**config.mk**
```make
export PLATFORM = sky130hd
export DESIGN_NAME = piso_serializer
export DESIGN_NICKNAME = d
export VERILOG_FILES = /design/src/rtl/piso_serializer.sv
export SDC_FILE = /design/constraint.sdc
export NUM_CORES = 1
export LEC_CHECK = 0
export ABC_AREA = 1
export BUFFER_PORTS_ARGS = -buffer_cell sky130_fd_sc_hd__buf_2
export CORE_AREA = 2 2 39 41
export DETAILED_ROUTE_END_ITERATION = 12
export DIE_AREA = 0 0 41 43
export HOLD_SLACK_MARGIN = 0.1
export PLACE_DENSITY = 0.52
export SLEW_MARGIN = 20
export SYNTH_ARGS = -nofsm -noshare
export SYNTH_HDL_FRONTEND = slang
export SYNTH_SLANG_ARGS = --single-unit
```
**constraint.sdc**
```tcl
create_clock -name clk -period 1.1 [get_ports clk]
set_clock_uncertainty 0.1 [all_clocks]
set_input_delay 0.22 -clock clk [delete_from_list [all_inputs] [get_ports clk]]
set_output_delay 0.22 -clock clk [all_outputs]
set_load 0.01 [all_outputs]
```
**src/rtl/piso_serializer.sv**
```systemverilog
// rtl/piso_serializer.sv - parallel-in serial-out serializer with valid/ready load and zero-bubble word chaining
module piso_serializer #(
    parameter int WIDTH     = 4,
    parameter bit MSB_FIRST = 1'b1
) (
    input  logic             clk,
    input  logic             rst,
    input  logic [WIDTH-1:0] p_in,
    input  logic             p_valid,
    output logic             p_ready,
    output logic             s_out,
    output logic             s_valid,
    output logic             s_last
);

    localparam int CW = $clog2(WIDTH);
    localparam logic [CW-1:0] CNT_LAST = CW'(WIDTH - 1);

    typedef enum logic {
        IDLE  = 1'b0,
        SHIFT = 1'b1
    } state_t;

    state_t           state, state_nxt;
    logic [CW-1:0]    cnt, cnt_nxt;
    logic [WIDTH-1:0] sreg, sreg_nxt;
    logic             at_last;
    logic             load;
    logic [WIDTH-1:0] sreg_shifted;

    assign at_last = (state == SHIFT) && (cnt == CNT_LAST);

    // Ready is a function of registered state and rst only, so it never loops back through p_valid.
    assign p_ready = !rst && ((state == IDLE) || at_last);
    assign load    = p_valid && p_ready;

    generate
        if (MSB_FIRST) begin : g_msb
            assign sreg_shifted = {sreg[WIDTH-2:0], 1'b0};
            assign s_out        = (state == SHIFT) && sreg[WIDTH-1];
        end else begin : g_lsb
            assign sreg_shifted = {1'b0, sreg[WIDTH-1:1]};
            assign s_out        = (state == SHIFT) && sreg[0];
        end
    endgenerate

    assign s_valid = (state == SHIFT);
    assign s_last  = at_last;

    always_comb begin
        state_nxt = state;
        cnt_nxt   = cnt;
        sreg_nxt  = sreg;
        case (state)
            IDLE: begin
                if (load) begin
                    state_nxt = SHIFT;
                    cnt_nxt   = '0;
                    sreg_nxt  = p_in;
                end
            end
            SHIFT: begin
                if (load) begin
                    state_nxt = SHIFT;
                    cnt_nxt   = '0;
                    sreg_nxt  = p_in;
                end else if (at_last) begin
                    state_nxt = IDLE;
                    cnt_nxt   = '0;
                    sreg_nxt  = '0;
                end else begin
                    cnt_nxt   = cnt + 1'b1;
                    sreg_nxt  = sreg_shifted;
                end
            end
            default: begin
                state_nxt = IDLE;
                cnt_nxt   = '0;
                sreg_nxt  = '0;
            end
        endcase
    end

    always_ff @(posedge clk) begin
        if (rst) begin
            state <= IDLE;
            cnt   <= '0;
            sreg  <= '0;
        end else begin
            state <= state_nxt;
            cnt   <= cnt_nxt;
            sreg  <= sreg_nxt;
        end
    end

endmodule

```
# Yosys cells after proc, flatten, opt, wreduce, memory -nomap -nowiden
# Index checks and enable logic that the tools add are counted.
# Widths: inputs -> output; s select.
totals:
  ff_bits: 7
  latch_bits: 0
  ramBits: 0
  mem_bits_ro: 0
  inputBits: 7
  out_inout_bits: 4
  word_cells: 25
  mem_count: 0
op_classes:
  n_addsub: 1
  n_mul: 0
  div: 0
  n_lt_le_gt_ge: 0
  n_eq_ne: 2
  shift: 0
  n_mux: 12
  bitwise: 1
  n_reduce_logical: 6
ops:
  columns: ["op", "count"]
  rows:
  - ["$mux 4", 3]
  - ["$pmux 4 s2", 1]
  - ["$mux 2", 3]
  - ["$logic_and 1x1->1", 4]
  - ["$pmux 2 s2", 1]
  - ["$mux 1", 3]
  - ["$add 2x1->2 const B", 1]
  - ["$eq 2x2->1 const B", 1]
  - ["$ne 2x2->1 const B", 1]
  - ["$pmux 1 s2", 1]
  - ["$logic_not 1->1", 1]
  - ["$logic_or 1x1->1", 1]
  - ["$not 1->1", 1]

# Depth between registers and ports, before layout
depth:
  ltp_word: 7
  depth_mapped: 8
  mapped_depth_nobuf: 8

# Worst setup path before layout
# No wires, ideal clock.
synth_path:
  path_type: "reg-to-reg"
  from: "register cnt[0]"
  to: "register sreg[0]"
  setup_ns: 0.070
  t_arrival_ns: 1.015
  required_time_ns: 0.930
  slack_ns: -0.085
  path_stages_with_launch: 8
  path_buffers: 0
  period_less_slack_ns: 1.185
  cell_sequence: "dfxtp_1 > ha_1 > inv_1 > nand2_4 > clkinv_2 > nor2_4 > nand3_1 > a21oi_1"
synth_between:
  elab_chain_len: 7
  word_cells_on_any_way: 8
  cone_classes: "eq/ne: 2; mux: 2; reduce/logical: 4"
synth_rtl:
  columns: ["item", "line_no", "text"]
  rows:
  - ["start: declaration", "25", "logic [CW-1:0] cnt, cnt_nxt;"]
  - ["start signal: assignment", "91", "cnt <= cnt_nxt;"]
  - ["$eq 2x2->1 *", "31", "assign at_last = (state == SHIFT) && (cnt == CNT_LAST);"]
  - ["$logic_and 1x1->1 *", "31", null]
  - ["$logic_or 1x1->1 *", "34", "assign p_ready = !rst && ((state == IDLE) || at_last);"]
  - ["$logic_and 1x1->1 *", "34", null]
  - ["via p_ready", "10", "output logic p_ready,"]
  - ["$logic_and 1x1->1 *", "35", "assign load = p_valid && p_ready;"]
  - ["$mux 4", "63", "if (load) begin"]
  - ["$pmux 4 s2", "54", "case (state)"]
  - ["end signal: assignment", "92", "sreg <= sreg_nxt;"]
  - ["end: declaration", "26", "logic [WIDTH-1:0] sreg, sreg_nxt;"]
# Mark *: on every way through the listed nets, which the timed path passes. The rest lies on a longest branch.
# A chain may end at the register's enable or synchronous reset.

# Final worst setup path
layout_path:
  from: "register cnt[1]"
  to: "output port p_ready"
layout_between:
  elab_chain_len: 4
layout_rtl:
  columns: ["item", "line_no"]
  rows:
  - ["$eq 2x2->1", "31"]
  - ["$logic_and 1x1->1", "31"]
  - ["$logic_or 1x1->1", "34"]
  - ["$logic_and 1x1->1", "34"]
  - ["end: declaration", "10"]
# No other way between the ends.

==> impl_metrics.tcl <==
set metrics [dict create \
    htree_levels 1 \
    leakagePower_nw 0.286 \
    grt_setup_unrepaired "yes" \
    dieArea_sq_um 1760 \
    gr-total-overflow 0 \
    cp_cell_sequence "ha_4 > inv_2 > nand2_4 > clkinv_4 > nor2_4 > buf_6" \
    dpl.hpwl_microns 589 \
    grt_pass1_wl_microns 1430 \
    cp_max_fo 3 \
    grt_usage_pct 12.6 \
    ys_types 17 \
    status "complete, but fails checks" \
    setup.worst_path.start "cnt[1]$_SDFFE_PP0P_" \
    path_class "reg -> out" \
    gp_congestion 0.738 \
    max_stage_delay_ns 0.35 \
    vias_per_cell 4.61 \
    ir_drop_uv 701 \
    p_total_uw 685 \
    cts.clk_slew.worst_paths_ns 0.06 \
    syn_area_sq_um 384 \
    drive_gt1_share_pct 60.8 \
    antenna_left 0 \
    violations "negative setup slack" \
    synth-seq-area-share_pct 36.5 \
    drt-pass1-iter-count 4 \
    clockRootBuffer "clkbuf_4" \
    fillers 147 \
    final_max_slew_viol_count 0 \
    wl_per_cell_microns 10.5 \
    rows 14 \
    fin_nets 83 \
    r2r_slack_ns -0.25 \
    syn_inst 52 \
    p_per_area_nw_per_um2 1090 \
    setup_slack_ns -0.345 \
    worst_pin_slew_ns 0.318 \
    synth_nets 60 \
    hp-class "in -> reg" \
    vias 415 \
    slowest_stage "dfxtp_2" \
    hold_viol 0 \
    ioPinCount 11 \
    core_area_sq_um 1380 \
    diodes 0 \
    r2r-end "sreg[3]$_SDFFE_PP0P_" \
    dp_slack_ns -0.115 \
    path_depth 6 \
    worst_r2r_startpoint "cnt[1]$_SDFFE_PP0P_" \
    dieHeight_microns 43 \
    hold_slack_ns 0.159 \
    finalSetupViolCount 11 \
    drc 0 \
    maxCapViolations 0 \
    grt_max_degree 9 \
    path_buf_inv 3 \
    clk_latency_ns 0.25 \
    max_freq_mhz 692 \
    critPathLaunchType "flip-flop" \
    start_util_pct 27.8 \
    syn_area_per_cell_sq_um 7.39 \
    relSlewSlack_pct 78.8 \
    ys_warn_count 0 \
    reg2regPathDepth 9 \
    drt_wl_total_microns 942 \
    die_w_microns 41 \
    initialDrtViolationCount 6 \
    io_buffers 10 \
    antenna_found_initial 0 \
    critPathRequiredTime_ns 0.78 \
    crit_path_end "p_ready" \
    synth_seq_cells 7 \
    end_kind "primary output" \
    cts-buffers-inserted 3 \
    cts_tree "built" \
    cts.sinks 7 \
    cp.arrival_ns 1.13 \
    cts.path.max_buffers 2 \
    crit_family "flip-flops" \
    grt_pass1_vias 336 \
    post-route-period-util_pct 131 \
    fin_crit_ns 1.45 \
    area_growth_pct 63.8 \
]
-- stage by stage --
step	instances	utilization (%)	area (sq um)	TNS, ns
floorplan	52	-	403	-0.0403
global placement	83	36.9	510	-0.306
detailed placement	83	36.9	510	-0.382
CTS	89	42.1	583	-1.39
global route	90	45.5	629	-2.47
finish	90	45.5	629	-1.87
-- layout make-up --
class                   count  area, sq um  area share, %
clock buffers               4         26.3           4.17
inverters                   9         38.8           6.16
multi-input cells          35          254           40.4
flip-flops and latches      7          146           23.3
well taps                  16         20.0           3.18
repair buffers             19          144           22.9
-- synthesized netlist by cell type --
library cell | n | area [sq um]
nand4_1 | 3 | 18.8
a21oi_1 | 3 | 15.0
a21oi_2 | 2 | 17.5
ha_1 | 1 | 12.5
buf_4 | 1 | 7.51
nand2_1 | 10 | 37.5
nand2_4 | 1 | 11.3
o21ai_0 | 1 | 5.00
nand2_2 | 1 | 6.26
nor2_4 | 1 | 11.3
nand3_4 | 1 | 17.5
clkinv_2 | 1 | 5.00
inv_1 | 7 | 26.3
nand3_1 | 6 | 30.0
inv_2 | 1 | 3.75
dfxtp_1 | 7 | 140
nor2_1 | 5 | 18.8
-- worst min path at each step --
stage	start	to	cells after the start
floorplan	p_valid	s_valid$_SDFF_PP0_	2
global placement	sreg[0]$_SDFFE_PP0P_	sreg[0]$_SDFFE_PP0P_	2
detailed placement	sreg[0]$_SDFFE_PP0P_	sreg[0]$_SDFFE_PP0P_	2
CTS	p_in[0]	sreg[0]$_SDFFE_PP0P_	3
global route	p_in[0]	sreg[0]$_SDFFE_PP0P_	3
finish	p_in[0]	sreg[0]$_SDFFE_PP0P_	3
-- layer usage --
layer | global-route usage, % | wire length [microns] | vias to the layer above
li1 | - | - | 213
met1 | 14.9 | 403 | 194
met2 | 18.1 | 499 | 8
met3 | 7.85 | 39 | 0
met4 | 4.00 | 0 | 0
met5 | 0 | 0 | -
-- cell families after synthesis --
family / Yosys count / synth area share (%)
buf+inv: 10 / 11.1
flops: 7 / 36.5
fa+ha+maj: 1 / 3.26
simple gates: 28 / 39.4
compound gates: 6 / 9.77
-- state kept, by name, summed over array words and instances (netlist names) --
signal / flops
cnt: 2
sreg: 4
s_valid: 1
-- what timing repair did --
item,in CTS,in global routing
hold buffers,0,0
resized for setup,9,10
pin swaps,3,3
buffers inserted,2,1
setup endpoints to repair,10,11
-- where the power goes --
part           internal, mW  switching, mW
combinational        0.0798         0.0836
clock                 0.139         0.0988
sequential            0.270         0.0141
total                 0.489          0.196
-- cell usage in the layout (no fill, tap or decap), drive strengths merged --
cell type / instances
ha: 1
nor2: 6
o21ai: 1
nand3: 7
buf: 19
clkbuf: 4
clkinv: 1
a21oi: 5
nand2: 12
nand4: 3
inv: 8
dfxtp: 7
-- worst reg2reg max path, delay by kind of cell (launching register included) --
| kind | cells | cell delay (ns) |
|---|---|---|
| and+or+nand+nor | 6 | 0.50 |
| DFF | 1 | 0.35 |
| buffers and inverters | 2 | 0.17 |
| adders and majority gates | 1 | 0.13 |
Note: power is estimated with default switching activity, not from simulation.
